$ cat config.mk
export PLATFORM = sky130hd
export DESIGN_NAME = simple_circuit_exerciser
export DESIGN_NICKNAME = d
export VERILOG_FILES = /design/src/rtl/simple_circuit_exerciser.sv
export SDC_FILE = /design/constraint.sdc
export NUM_CORES = 1
export LEC_CHECK = 0
export CELL_PAD_IN_SITES_DETAIL_PLACEMENT = 1
export CELL_PAD_IN_SITES_GLOBAL_PLACEMENT = 1
export CORE_AREA = 2 2 61 63
export CTS_CLUSTER_DIAMETER = 120
export DETAILED_ROUTE_END_ITERATION = 6
export DIE_AREA = 0 0 63 65
export HOLD_SLACK_MARGIN = 0.02
export PLACE_DENSITY_LB_ADDON = 0.1
export REMOVE_ABC_BUFFERS = 1
export SLEW_MARGIN = 20
export SYNTH_ARGS = -nofsm -noshare
export SYNTH_HDL_FRONTEND = slang
export SYNTH_SLANG_ARGS = --single-unit
$ cat constraint.sdc
create_clock -name clk -period 4.38 [get_ports clk]
set_clock_uncertainty 0.05 [all_clocks]
set_input_delay 1.314 -clock clk [delete_from_list [all_inputs] [get_ports clk]]
set_output_delay 1.314 -clock clk [all_outputs]
set_load 0.1 [all_outputs]
$ cat src/rtl/simple_circuit_exerciser.sv
// Built-in exerciser for the three-input logic circuit x = (A & B) | ~C, y = ~C.
// It walks all eight A/B/C vectors and holds each one for a programmable settle time.
// It then samples the returned x/y and records which vectors disagree with the golden function.
//
// Handshake: start is a level-sampled request that is honoured only in IDLE or DONE.
// While busy, start is ignored and is never queued. abort cancels a run and beats start.
// rst beats everything.
// SETTLE_CYCLES must be in the range 1..15. A value of 0 is not a legal configuration.
module simple_circuit_exerciser #(
    parameter int unsigned SETTLE_CYCLES = 2
) (
    input  logic       clk,
    input  logic       rst,
    input  logic       start,
    input  logic       abort,
    output logic [2:0] abc_out,
    input  logic       x_in,
    input  logic       y_in,
    output logic       busy,
    output logic       done,
    output logic       pass,
    output logic [3:0] err_count,
    output logic [7:0] fail_vec,
    output logic [1:0] o_dbg_state
);

    typedef enum logic [1:0] {
        ST_IDLE  = 2'd0,
        ST_WAIT  = 2'd1,
        ST_CHECK = 2'd2,
        ST_DONE  = 2'd3
    } state_t;

    // The counter counts down to zero, so WAIT lasts exactly SETTLE_CYCLES cycles.
    localparam logic [3:0] LP_RELOAD = 4'(SETTLE_CYCLES - 1);

    state_t     r_state, w_state_nxt;
    logic [2:0] r_idx, w_idx_nxt;
    logic [3:0] r_cnt, w_cnt_nxt;
    logic [2:0] r_abc, w_abc_nxt;
    logic       r_busy, w_busy_nxt;
    logic       r_done, w_done_nxt;
    logic       r_pass, w_pass_nxt;
    logic [3:0] r_err, w_err_nxt;
    logic [7:0] r_fail, w_fail_nxt;

    logic       w_exp_x, w_exp_y, w_miss;
    logic [3:0] w_err_upd;

    // Golden response for the vector currently on the pins, and this vector's error tally.
    always_comb begin
        w_exp_x   = (r_abc[0] & r_abc[1]) | ~r_abc[2];
        w_exp_y   = ~r_abc[2];
        w_miss    = (x_in != w_exp_x) || (y_in != w_exp_y);
        w_err_upd = w_miss ? (r_err + 4'd1) : r_err;
    end

    // Next-state logic plus the next values of every registered output.
    always_comb begin
        w_state_nxt = r_state;
        w_idx_nxt   = r_idx;
        w_cnt_nxt   = r_cnt;
        w_abc_nxt   = r_abc;
        w_busy_nxt  = r_busy;
        w_done_nxt  = r_done;
        w_pass_nxt  = r_pass;
        w_err_nxt   = r_err;
        w_fail_nxt  = r_fail;
        case (r_state)
            ST_IDLE, ST_DONE: begin
                if (start) begin
                    w_state_nxt = ST_WAIT;
                    w_idx_nxt   = 3'd0;
                    w_abc_nxt   = 3'd0;
                    w_cnt_nxt   = LP_RELOAD;
                    w_busy_nxt  = 1'b1;
                    w_done_nxt  = 1'b0;
                    w_pass_nxt  = 1'b0;
                    w_err_nxt   = 4'd0;
                    w_fail_nxt  = 8'd0;
                end
            end
            ST_WAIT: begin
                if (abort) begin
                    w_state_nxt = ST_IDLE;
                    w_abc_nxt   = 3'd0;
                    w_busy_nxt  = 1'b0;
                    w_done_nxt  = 1'b0;
                    w_pass_nxt  = 1'b0;
                end else if (r_cnt == 4'd0) begin
                    w_state_nxt = ST_CHECK;
                end else begin
                    w_cnt_nxt = r_cnt - 4'd1;
                end
            end
            ST_CHECK: begin
                // An abort on the check edge discards that vector's result.
                if (abort) begin
                    w_state_nxt = ST_IDLE;
                    w_abc_nxt   = 3'd0;
                    w_busy_nxt  = 1'b0;
                    w_done_nxt  = 1'b0;
                    w_pass_nxt  = 1'b0;
                end else begin
                    w_err_nxt = w_err_upd;
                    if (w_miss) begin
                        w_fail_nxt[r_idx] = 1'b1;
                    end
                    if (r_idx == 3'd7) begin
                        w_state_nxt = ST_DONE;
                        w_abc_nxt   = 3'd0;
                        w_busy_nxt  = 1'b0;
                        w_done_nxt  = 1'b1;
                        w_pass_nxt  = (w_err_upd == 4'd0);
                    end else begin
                        w_state_nxt = ST_WAIT;
                        w_idx_nxt   = r_idx + 3'd1;
                        w_abc_nxt   = r_idx + 3'd1;
                        w_cnt_nxt   = LP_RELOAD;
                    end
                end
            end
            default: begin
                w_state_nxt = ST_IDLE;
            end
        endcase
    end

    // State and output registers with synchronous reset.
    always_ff @(posedge clk) begin
        if (rst) begin
            r_state <= ST_IDLE;
            r_idx   <= 3'd0;
            r_cnt   <= 4'd0;
            r_abc   <= 3'd0;
            r_busy  <= 1'b0;
            r_done  <= 1'b0;
            r_pass  <= 1'b0;
            r_err   <= 4'd0;
            r_fail  <= 8'd0;
        end else begin
            r_state <= w_state_nxt;
            r_idx   <= w_idx_nxt;
            r_cnt   <= w_cnt_nxt;
            r_abc   <= w_abc_nxt;
            r_busy  <= w_busy_nxt;
            r_done  <= w_done_nxt;
            r_pass  <= w_pass_nxt;
            r_err   <= w_err_nxt;
            r_fail  <= w_fail_nxt;
        end
    end

    assign abc_out     = r_abc;
    assign busy        = r_busy;
    assign done        = r_done;
    assign pass        = r_pass;
    assign err_count   = r_err;
    assign fail_vec    = r_fail;
    assign o_dbg_state = r_state;

endmodule

=== After elaboration in Yosys (flattened, before gate mapping) ===
Index checks and enable logic that the tools add are counted.

* Register bits: 27
* Bits of input ports: 6
* Output and inout bits: 20
* Word-level logic and storage cells: 89

* Add/sub/neg operators: 3
* Magnitude comparators: 2
* Equal/unequal tests: 15
* Muxes and demuxes: 42
* Bitwise operators: 4
* Reduce and logical (&&, ||, !) cells: 14

{| class="wikitable"
|+ Operators with widths
! operator !! number
|-
| 4-bit two-way mux || 8
|-
| 8-bit two-way mux || 3
|-
| 3-bit two-way mux || 6
|-
| 8-bit one-hot mux with 2 select lines || 1
|-
| 2-bit != test (second input constant) || 7
|-
| 4-bit one-hot mux with 3 select lines || 1
|-
| 1-bit two-way mux || 10
|-
| 2-bit two-way mux || 5
|-
| 1-bit one-hot mux with 3 select lines || 3
|-
| 3-bit one-hot mux with 3 select lines || 1
|-
| 4-bit zero test || 2
|-
| 8-bit OR || 1
|-
| 4-bit one-hot mux with 2 select lines || 1
|-
| 4-bit AND reduction || 2
|-
| 3-bit != test (second input constant) || 2
|-
| 2-bit one-hot mux with 3 select lines || 1
|-
| 3-bit one-hot mux with 2 select lines || 1
|-
| 3-bit AND reduction || 2
|-
| 5-bit AND reduction || 1
|-
| 4-bit by 1-bit adder with 4-bit output (second input constant) || 1
|-
| 2-bit == test (second input constant) || 2
|-
| 3-bit by 4-bit < comparator with 1-bit output (second input constant) || 1
|-
| 2-bit AND reduction || 2
|-
| 4-bit by 1-bit subtractor with 4-bit output (second input constant) || 1
|-
| 14 further kinds || 15
|}

=== Depth between registers and ports, before layout ===
Gate-level depths: netlist of the first run.

* Depth in word-level cells: 9
* Depth in mapped cells: 8
* Mapped depth without buffers: 7

=== Worst setup path before layout of the first run ===
OpenSTA, ideal clock, no wires.

* Path type: register to register
* Start: reg r_state[0] (netlist: o_dbg_state[0])
* End: reg r_fail[0] (netlist: fail_vec[0])
* Setup time: 65 ps
* Arrival: 2369 ps
* Data required time: 4265 ps
* Slack: 1896 ps
* Cell stages (with the launch flop): 7
* Clock period less this slack: 2484 ps
* Cells stage by stage: dfxtp_1 inv_1 ha_1 nor2b_1 a211oi_4 and4b_1 a32o_1

* Word-level cells in the longest chain between the ends: 4
* Elaborated cells between the ends (all ways): 10

{| class="wikitable"
|+ RTL lines
! what !! RTL line !! RTL
|-
| from (decl) || 37 || <nowiki>state_t r_state, w_state_nxt;</nowiki>
|-
| from (signal assigned) || 142 || <nowiki>r_state <= w_state_nxt;</nowiki>
|-
| 2-bit == test / 2-bit zero test (equally long branches) || 69 || <nowiki>case (r_state)</nowiki>
|-
| 2-bit OR reduction || 69 ||
|-
| 2-bit != test (no line) / 2-bit nonzero test (equally long branches) || - ||
|-
| 4-bit AND reduction (no line) || - ||
|-
| to (signal assigned) || 150 || <nowiki>r_fail <= w_fail_nxt;</nowiki>
|-
| to (decl) || 45 || <nowiki>logic [7:0] r_fail, w_fail_nxt;</nowiki>
|}

Parallel ways exist; a longest one is shown, timed or not.
A chain may end at the register's enable or synchronous reset.

=== Final worst setup path of the first run ===
* Start: reg r_err[0] (netlist: err_count[0])
* End: out err_count[0]

{| class="wikitable"
|+ RTL lines
! what !! RTL line !! RTL
|-
| from (decl) || 44 || <nowiki>logic [3:0] r_err, w_err_nxt;</nowiki>
|-
| from (signal assigned) || 149 || <nowiki>r_err <= w_err_nxt;</nowiki>
|-
| to (decl) || 22 || <nowiki>output logic [3:0] err_count,</nowiki>
|}

No word-level cell between the ends.

==> impl_metrics.json, run 1 <==
{
  "grt_pass1_vias": 1292,
  "fin_crit_ns": 3.32,
  "cts_made_buffers": 3,
  "fin_area_um2": 1700,
  "synth_area_um2": 1370,
  "reg2reg_depth": 7,
  "crit_chain": "clkdlybuf4s50_1",
  "dieWidth_um": 63,
  "maxCapViolCount": 0,
  "via_per_inst": 5.38,
  "path_clk_slew_ns": 0.15,
  "worst_pin_slew_ns": 0.973,
  "dp_hpwl_mm": 2.62,
  "ant_nets": 0,
  "hp-start": "done",
  "async_reset_ff_frac": 0,
  "grt_overflow": 0,
  "drive_gt1_frac": 0.0663,
  "critPathTopFamily": "buffers and inverters",
  "synth_seq_cells": 27,
  "slowest_stage": "clkdlybuf4s50_1",
  "dieArea_um2": 4100,
  "fmax_mhz": 301,
  "ys_warn_count": 0,
  "synthDistinctLibCells": 42,
  "arrival_ns": 1.96,
  "reg2reg_to": "err_count[1]",
  "vias": 1232,
  "grt_max_degree": 17,
  "cts_hold_buf": 0,
  "dominantRegCellSynth": "dfxtp_1",
  "post_dp_cell_area_um2": 1670,
  "hold_viol": 0,
  "syn_area_per_cell_um2": 8.86,
  "maxSlewHeadroom": 0.349,
  "rrSetupSlack_ns": 2.40,
  "synth_edf_count": 0,
  "diodes": 0,
  "final.setup.tns_ns": 0,
  "grt_antenna_before_repair": 0,
  "cp_max_fo": 6,
  "finalSetupViolations": 0,
  "cts_tree": "yes",
  "start_util": 0.390,
  "fp.dieH_um": 65,
  "final_cell_mix": "dfxtp_1, clkdlybuf4s50_1, nor2_1",
  "grt_pass1_wl_mm": 5.91,
  "grt_usage": 0.179,
  "crit_buf_inv": 1,
  "p_per_area_nw_per_um2": 298,
  "nNetsFinal": 195,
  "clock-root-buffer": "clkbuf_4",
  "hold_depth": 2,
  "hold_class": "flip-flop to flip-flop",
  "r2r-start": "o_dbg_state[0]",
  "ctsResizeCount": 0,
  "worstSetupEndpointType": "output pin",
  "cts_sinks": 27,
  "area_delta_synth_final_pct": 24.4,
  "outcome": "finished clean",
  "yosysSeqAreaShare": 0.396,
  "irDropWorstVdd_mv": 0.171,
  "place.gp.congestion": 0.865,
  "final_common_cell": "dfxtp_1",
  "cp-start-kind": "flip-flop",
  "clk_latency_ns": 0.34,
  "cpPeakStageDelay_ns": 1.17,
  "hold_end": "done",
  "worstSetupPathType": "flip-flop to output pin",
  "cp.required_ns": 3.02,
  "max-clock-path-buffers": 2,
  "leakage_nw": 0.607,
  "min_period_over_period": 0.758,
  "first_pass_iters": 2,
  "coreArea_um2": 3500,
  "drc": 0,
  "ioPinCount": 26,
  "postCtsSetupBuffers": 0,
  "drt-initial-drc-count": 51,
  "port_buffers": 25,
  "htreeDepth": 1,
  "drt-wirelength-per-cell_um": 14.6,
  "syn_inst": 154,
  "routed_wirelength_mm": 3.35,
  "rows": 22,
  "final_max_slew_viol_count": 0,
  "rsz0062_at_grt": "no"
}
## tightest hold or removal path, stage by stage, from the launching register on
cell,delay (ns)
dfxtp_1,0.34
nand2_1,0.05
a21oi_1,0.06
## registers in the layout (all words and copies together) (netlist names), 2 cells and up
| signal | flops |
|---|---|
| abc_out | 3 |
| err_count | 4 |
| fail_vec | 8 |
| o_dbg_state | 2 |
| r_cnt | 4 |
| r_idx | 3 |
## where the power goes
part | total [mW] | internal [mW] | switching (mW)
clock | 0.114 | 0.0350 | 0.0794
sequential | 0.257 | 0.252 | 0.00480
combinational | 0.134 | 0.0410 | 0.0935
## final cells by class
class | instances | area [um^2]
clock buffers | 3 | 22.5
clock inverters | 1 | 7.51
fillers | 435 | 1800
inverters | 8 | 30.0
multi-input cells | 116 | 779
flip-flops and latches | 27 | 541
well taps | 48 | 60.1
repair buffers | 26 | 258
## Yosys cell counts (2+ instances only)
cell type / number / area (um^2)
dfxtp_1: 27 / 541
nor2_1: 15 / 56.3
a21oi_1: 13 / 65.1
nand2_1: 11 / 41.3
inv_1: 8 / 30.0
ha_1: 7 / 87.6
o21ai_0: 7 / 35.0
nand3_1: 6 / 30.0
nor3_1: 5 / 25.0
a22oi_1: 4 / 30.0
a32o_1: 4 / 40.0
o31ai_1: 4 / 30.0
and2_1: 3 / 18.8
nand2b_1: 3 / 18.8
nand3b_1: 3 / 22.5
nor2b_1: 3 / 18.8
a21o_1: 2 / 15.0
a31oi_1: 2 / 12.5
clkbuf_1: 2 / 7.51
mux2i_1: 2 / 20.0
or3_1: 2 / 12.5
## logic make-up (layout without fill, tap and decap cells)
| family | after synthesis | in the layout | synth area share |
|---|---|---|---|
| muxes | 2 | 2 | 0.0147 |
| DFF | 27 | 27 | 0.396 |
| AOI/OAI and AO/OA | 48 | 48 | 0.266 |
| buffers and inverters | 11 | 38 | 0.0330 |
| and+or+nand+nor | 58 | 58 | 0.220 |
| adders and majority gates | 7 | 7 | 0.0642 |
| xor gates and xnor gates | 1 | 1 | 0.00642 |
## metrics by stage
step	utilization	cells	hold slack, ns	power, mW	setup slack [ns]
finish	0.486	229	0.423	0.506	1.06
global route	0.486	229	0.454	0.536	0.953
CTS	0.486	229	0.424	0.512	1.04
detailed placement	0.477	225	0.401	0.397	1.32
global placement	0.477	225	0.386	0.393	1.36
floorplan	-	151	0.416	0.359	1.90
## how the worst max path moves through the flow
stage | from | end | slack (ns) | depth (start not counted)
finish | err_count[0] | err_count[0] | 1.06 | 1
global route | err_count[0] | err_count[0] | 0.95 | 1
detailed placement | rst | fail_vec[4] | 1.32 | 4
global placement | abort | busy | 1.36 | 5
CTS | err_count[0] | err_count[0] | 1.04 | 1
floorplan | o_dbg_state[0] | fail_vec[0] | 1.90 | 6
## layer usage
metal / up-vias / GRT usage / wire length, um
li1: 614 / - / -
met1: 601 / 0.228 / 1520
met2: 15 / 0.323 / 1750
met3: 2 / 0.0156 / 65
met4: 0 / 0.0500 / 14
met5: - / 0 / 0
(Power assumes the default switching activity.)
==> run 2: changes to the inputs <==
--- a/config.mk
+++ b/config.mk
@@ -7,10 +7,10 @@
 export LEC_CHECK = 0
 export CELL_PAD_IN_SITES_DETAIL_PLACEMENT = 1
 export CELL_PAD_IN_SITES_GLOBAL_PLACEMENT = 1
-export CORE_AREA = 2 2 61 63
+export CORE_AREA = 2 2 67 69
 export CTS_CLUSTER_DIAMETER = 120
 export DETAILED_ROUTE_END_ITERATION = 6
-export DIE_AREA = 0 0 63 65
+export DIE_AREA = 0 0 69 71
 export HOLD_SLACK_MARGIN = 0.02
 export PLACE_DENSITY_LB_ADDON = 0.1
 export REMOVE_ABC_BUFFERS = 1
==> constraint.sdc (replaced) <==
create_clock -name clk -period 2.7 [get_ports clk]
set_clock_uncertainty 0.05 [all_clocks]
set_input_delay 0.81 -clock clk [delete_from_list [all_inputs] [get_ports clk]]
set_output_delay 0.81 -clock clk [all_outputs]
set_load 0.1 [all_outputs]
==> run 2 against run 1 <==
Setup slack got worse by 0.61 ns. Final cell count increased by 2.2%. Flip-flop and latch count unchanged. Cell area decreased by 1.3%. Hold slack got worse by 0.0073 ns. Core utilization decreased by 8.7 points. Die area increased by 20%. Combinational power increased by 64%. Wire length increased by 1.7%. Clock power increased by 100%.
==> impl_metrics.json, run 2 (synthesis results as in run 1) <==
{
  "max-clock-path-buffers": 2,
  "drc": 0,
  "postCtsSetupBuffers": 0,
  "cts_made_buffers": 3,
  "final.setup.tns_ns": 0,
  "final_max_slew_viol_count": 0,
  "n_fill_cell": 521,
  "maxCapViolCount": 0,
  "largest_reg_flops": 8,
  "clk_latency_ns": 0.27,
  "reg2reg_to": "fail_vec[3]",
  "place.gp.congestion": 0.814,
  "final_util": 0.399,
  "endpoint": "pass",
  "grt_pass1_wl_mm": 6.03,
  "htreeDepth": 1,
  "hold_viol": 0,
  "grt_max_degree": 22,
  "leakage_nw": 0.661,
  "seqCellArea_um2": 541,
  "final_common_cell": "dfxtp_1",
  "cp_max_fo": 9,
  "routed_wirelength_mm": 3.41,
  "diodes": 0,
  "drt-wirelength-per-cell_um": 14.6,
  "dieArea_um2": 4900,
  "coreArea_um2": 4200,
  "cts_sinks": 27,
  "cp-start-kind": "primary input",
  "via_per_inst": 5.32,
  "min_period_over_period": 0.833,
  "pwr-share-seq": 0.481,
  "arrival_ns": 2.38,
  "path_clk_slew_ns": 0.09,
  "internal-power_uw": 582,
  "worst_hold_slack_ns": 0.415,
  "vias": 1244,
  "finalSetupViolations": 0,
  "area_delta_synth_final_pct": 22.7,
  "outcome": "finished clean",
  "start_util": 0.325,
  "worstSetupPathType": "primary input to flip-flop",
  "fin_area_um2": 1680,
  "rows": 24,
  "grt_pass1_vias": 1324,
  "clkPwrFrac": 0.265,
  "grt_usage": 0.149,
  "pwr-share-comb": 0.254,
  "grt_overflow": 0,
  "fmax_mhz": 444,
  "ctsResizeCount": 0,
  "ant_nets": 0,
  "hold_class": "flip-flop to flip-flop",
  "cts_hold_buf": 0,
  "p_sw_frac": 0.328,
  "p_per_area_nw_per_um2": 517,
  "reg2reg_depth": 6,
  "final_cell_mix": "dfxtp_1, buf_4, nor2_1",
  "port_buffers": 25,
  "dieWidth_um": 69,
  "rrSetupSlack_ns": 0.71,
  "post_dp_cell_area_um2": 1630,
  "drive_gt1_frac": 0.176,
  "switchingPower_uw": 284,
  "ioPinCount": 26,
  "irDropWorstVdd_mv": 0.317,
  "crit_start": "y_in",
  "nNetsFinal": 196,
  "cts_tree": "yes",
  "worst_pin_slew_ns": 0.401,
  "fin_crit_ns": 2.25,
  "fp.dieH_um": 71,
  "drt-initial-drc-count": 43,
  "dp_hpwl_mm": 2.65,
  "rsz0062_at_grt": "no",
  "r2r-start": "o_dbg_state[0]",
  "worstSetupEndpointType": "flip-flop",
  "multi_input_area_um2": 779,
  "clock-root-buffer": "clkbuf_8",
  "cp.required_ns": 2.83,
  "first_pass_iters": 4,
  "grt_antenna_before_repair": 0,
  "maxSlewHeadroom": 0.732
}
## run 2: final cells by class
| type | count | share of cell area |
|---|---|---|
| Multi-Input combinational cell | 116 | 0.465 |
| Tap cell | 52 | 0.0388 |
| Timing Repair Buffer | 27 | 0.128 |
| Inverter | 8 | 0.0179 |
| Clock buffer | 4 | 0.0269 |
| Sequential cell | 27 | 0.323 |
## run 2: metrics by stage
step,cells,setup slack [ns],power (mW)
after floorplan,151,0.216,0.582
after global placement,230,0.178,0.644
after detailed placement,230,0.160,0.647
after CTS,234,0.426,0.877
after global routing,234,0.273,0.919
final,234,0.450,0.866
## run 2: power groups by stage
stage | Combinational (mW) | Clock, mW | Sequential, mW
4_1_cts | 0.222 | 0.239 | 0.416
3_5_place_dp | 0.221 | 0 | 0.426
2_1_floorplan | 0.110 | 0 | 0.472
5_1_grt | 0.243 | 0.258 | 0.418
3_3_place_gp | 0.219 | 0 | 0.425
6_report | 0.220 | 0.230 | 0.416
## run 2: worst min path at each step
stage / startpoint / to / slack, ns / cells after the start
floorplan: r_cnt[2] / r_cnt[2] / 0.42 / 2
global placement: fail_vec[3] / fail_vec[3] / 0.39 / 2
detailed placement: fail_vec[7] / fail_vec[7] / 0.40 / 2
CTS: done / done / 0.42 / 2
global route: fail_vec[7] / fail_vec[7] / 0.44 / 2
finish: fail_vec[7] / fail_vec[7] / 0.42 / 2
## run 2: routing by layer
metal  track usage  wire [um]  up-vias
met5             0          0        -
met4        0.0632         58        0
met3        0.0214        124        5
met2         0.259       1670       27
met1         0.186       1560      597
li1              -          -      615
## run 2: worst max-delay path: stages
cell             delay, ns
clkdlybuf4s50_1       0.47
and2b_1               0.21
a31oi_4               0.31
and2_4                0.21
a31oi_1               0.09
o41ai_2               0.27
==> run 3: changes to the inputs <==
--- a/config.mk
+++ b/config.mk
@@ -7,10 +7,10 @@
 export LEC_CHECK = 0
 export CELL_PAD_IN_SITES_DETAIL_PLACEMENT = 1
 export CELL_PAD_IN_SITES_GLOBAL_PLACEMENT = 1
-export CORE_AREA = 2 2 67 69
+export CORE_AREA = 2 2 63 65
 export CTS_CLUSTER_DIAMETER = 120
 export DETAILED_ROUTE_END_ITERATION = 6
-export DIE_AREA = 0 0 69 71
+export DIE_AREA = 0 0 65 67
 export HOLD_SLACK_MARGIN = 0.02
 export PLACE_DENSITY_LB_ADDON = 0.1
 export REMOVE_ABC_BUFFERS = 1
==> constraint.sdc (replaced) <==
create_clock -name clk -period 2.1 [get_ports clk]
set_clock_uncertainty 0.05 [all_clocks]
set_input_delay 0.63 -clock clk [delete_from_list [all_inputs] [get_ports clk]]
set_output_delay 0.63 -clock clk [all_outputs]
set_load 0.1 [all_outputs]
==> run 3 against run 2 <==
Cell area rose by 23%. Clock power rose by 32%. Via count is 5.1% higher. Critical endpoint is now err_count[3].
==> impl_metrics.json, run 3 (synthesis results as in run 1) <==
{
  "outcome": "finished clean",
  "leakage_nw": 0.796,
  "cp_max_fo": 5,
  "final.setup.tns_ns": 0,
  "final_common_cell": "dfxtp_1",
  "irDropWorstVdd_mv": 0.322,
  "worst_hold_slack_ns": 0.450,
  "n_fill_cell": 400,
  "place.gp.congestion": 0.892,
  "grt_max_degree": 22,
  "crit_chain": "clkdlybuf4s50_1, a21bo_2, a31oi_4, buf_4, and2_1, nand3b_1, a21oi_1",
  "via_per_inst": 5.34,
  "arrival_ns": 2.17,
  "dp_slack_ns": -0.220,
  "dp_hpwl_mm": 2.91,
  "cts_made_buffers": 3,
  "dieWidth_um": 65,
  "ioPinCount": 26,
  "crit_buf_inv": 2,
  "max-clock-path-buffers": 2,
  "rrSetupSlack_ns": 0.15,
  "area_delta_synth_final_pct": 51.2,
  "drt-initial-drc-count": 52,
  "rsz0062_at_grt": "no",
  "dieArea_um2": 4360,
  "grt_antenna_before_repair": 0,
  "coreArea_um2": 3610,
  "finalSetupViolations": 0,
  "final_max_slew_viol_count": 0,
  "grt_overflow": 0,
  "diodes": 0,
  "fmax_mhz": 498,
  "totalPowerFinal_mw": 1.19,
  "cp-start-kind": "primary input",
  "first_pass_iters": 4,
  "clk_latency_ns": 0.28,
  "fin_crit_ns": 2.01,
  "worstSetupEndpointType": "flip-flop",
  "worstSetupPathType": "primary input to flip-flop",
  "maxCapViolCount": 0,
  "grt_pass1_wl_mm": 6.19,
  "path_clk_slew_ns": 0.10,
  "start_util": 0.379,
  "fp.dieH_um": 67,
  "vias": 1308,
  "cts_tree": "yes",
  "cp.required_ns": 2.26,
  "seqCellArea_um2": 541,
  "cts_sinks": 27,
  "hold_viol": 0,
  "hold_class": "flip-flop to flip-flop",
  "drive_gt1_frac": 0.254,
  "multi_input_area_um2": 795,
  "maxSlewHeadroom": 0.704,
  "slowest_stage": "clkdlybuf4s50_1",
  "htreeDepth": 1,
  "drc": 0,
  "drt-wirelength-per-cell_um": 15.2,
  "largest_reg_flops": 8,
  "critPathTopFamily": "buffers and inverters",
  "rows": 22,
  "port_buffers": 25,
  "cpPeakStageDelay_ns": 0.48,
  "routed_wirelength_mm": 3.73,
  "grt_pass1_vias": 1313,
  "final_cell_mix": "dfxtp_1, buf_12, buf_4",
  "ant_nets": 0,
  "nNetsFinal": 211,
  "p_per_area_nw_per_um2": 577,
  "grt_usage": 0.186,
  "clock-root-buffer": "clkbuf_8",
  "fin_ws_ns": 0.0908,
  "worst_pin_slew_ns": 0.438,
  "cts_hold_buf": 0,
  "min_period_over_period": 0.957
}
-- run 3: report_power, final --
group          switching, mW  internal, mW
clock                  0.168         0.135
sequential            0.0111         0.526
combinational          0.211         0.142
total                  0.390         0.802
-- run 3: cell type report --
| type | count | area share |
|---|---|---|
| timing repair buffer | 42 | 0.286 |
| inverter | 8 | 0.0145 |
| multi-input combinational | 116 | 0.385 |
| sequential | 27 | 0.262 |
| clock inverter | 1 | 0.00364 |
| clock buffer | 3 | 0.0200 |
| tap | 48 | 0.0291 |
-- run 3: what timing repair did --
item	CTS	global route
buffers inserted	0	3
setup endpoints to repair	0	5
gates resized for setup	0	4
-- run 3: worst paths after layout --
| kind | from | to | cells past startpoint |
|---|---|---|---|
| max | x_in | err_count[3] | 7 |
| min | fail_vec[3] | fail_vec[3] | 2 |
| max reg2reg | o_dbg_state[1] | fail_vec[2] | 7 |
| min reg2reg | fail_vec[3] | fail_vec[3] | 2 |
-- run 3: per-stage QoR --
stage,instance area [um^2],utilization,cells
after floorplan,1350,-,151
final,2060,0.573,245
after CTS,2030,0.562,242
after global routing,2060,0.573,245
after global placement,1980,0.549,238
after detailed placement,1980,0.549,238
-- run 3: worst min-delay path, cell delays in order, from the launching register on --
cell     delay [ns]
dfxtp_1        0.35
nand2_1        0.06
o31ai_1        0.05
-- run 3: layer usage --
metal | share of wire | wire, um | global-route usage | vias up
li1 | - | - | - | 650
met1 | 0.41 | 1530 | 0.230 | 637
met2 | 0.56 | 2080 | 0.336 | 17
met3 | 0.022 | 81 | 0.0203 | 4
met4 | 0.013 | 48 | 0.0559 | 0
met5 | 0 | 0 | 0 | -
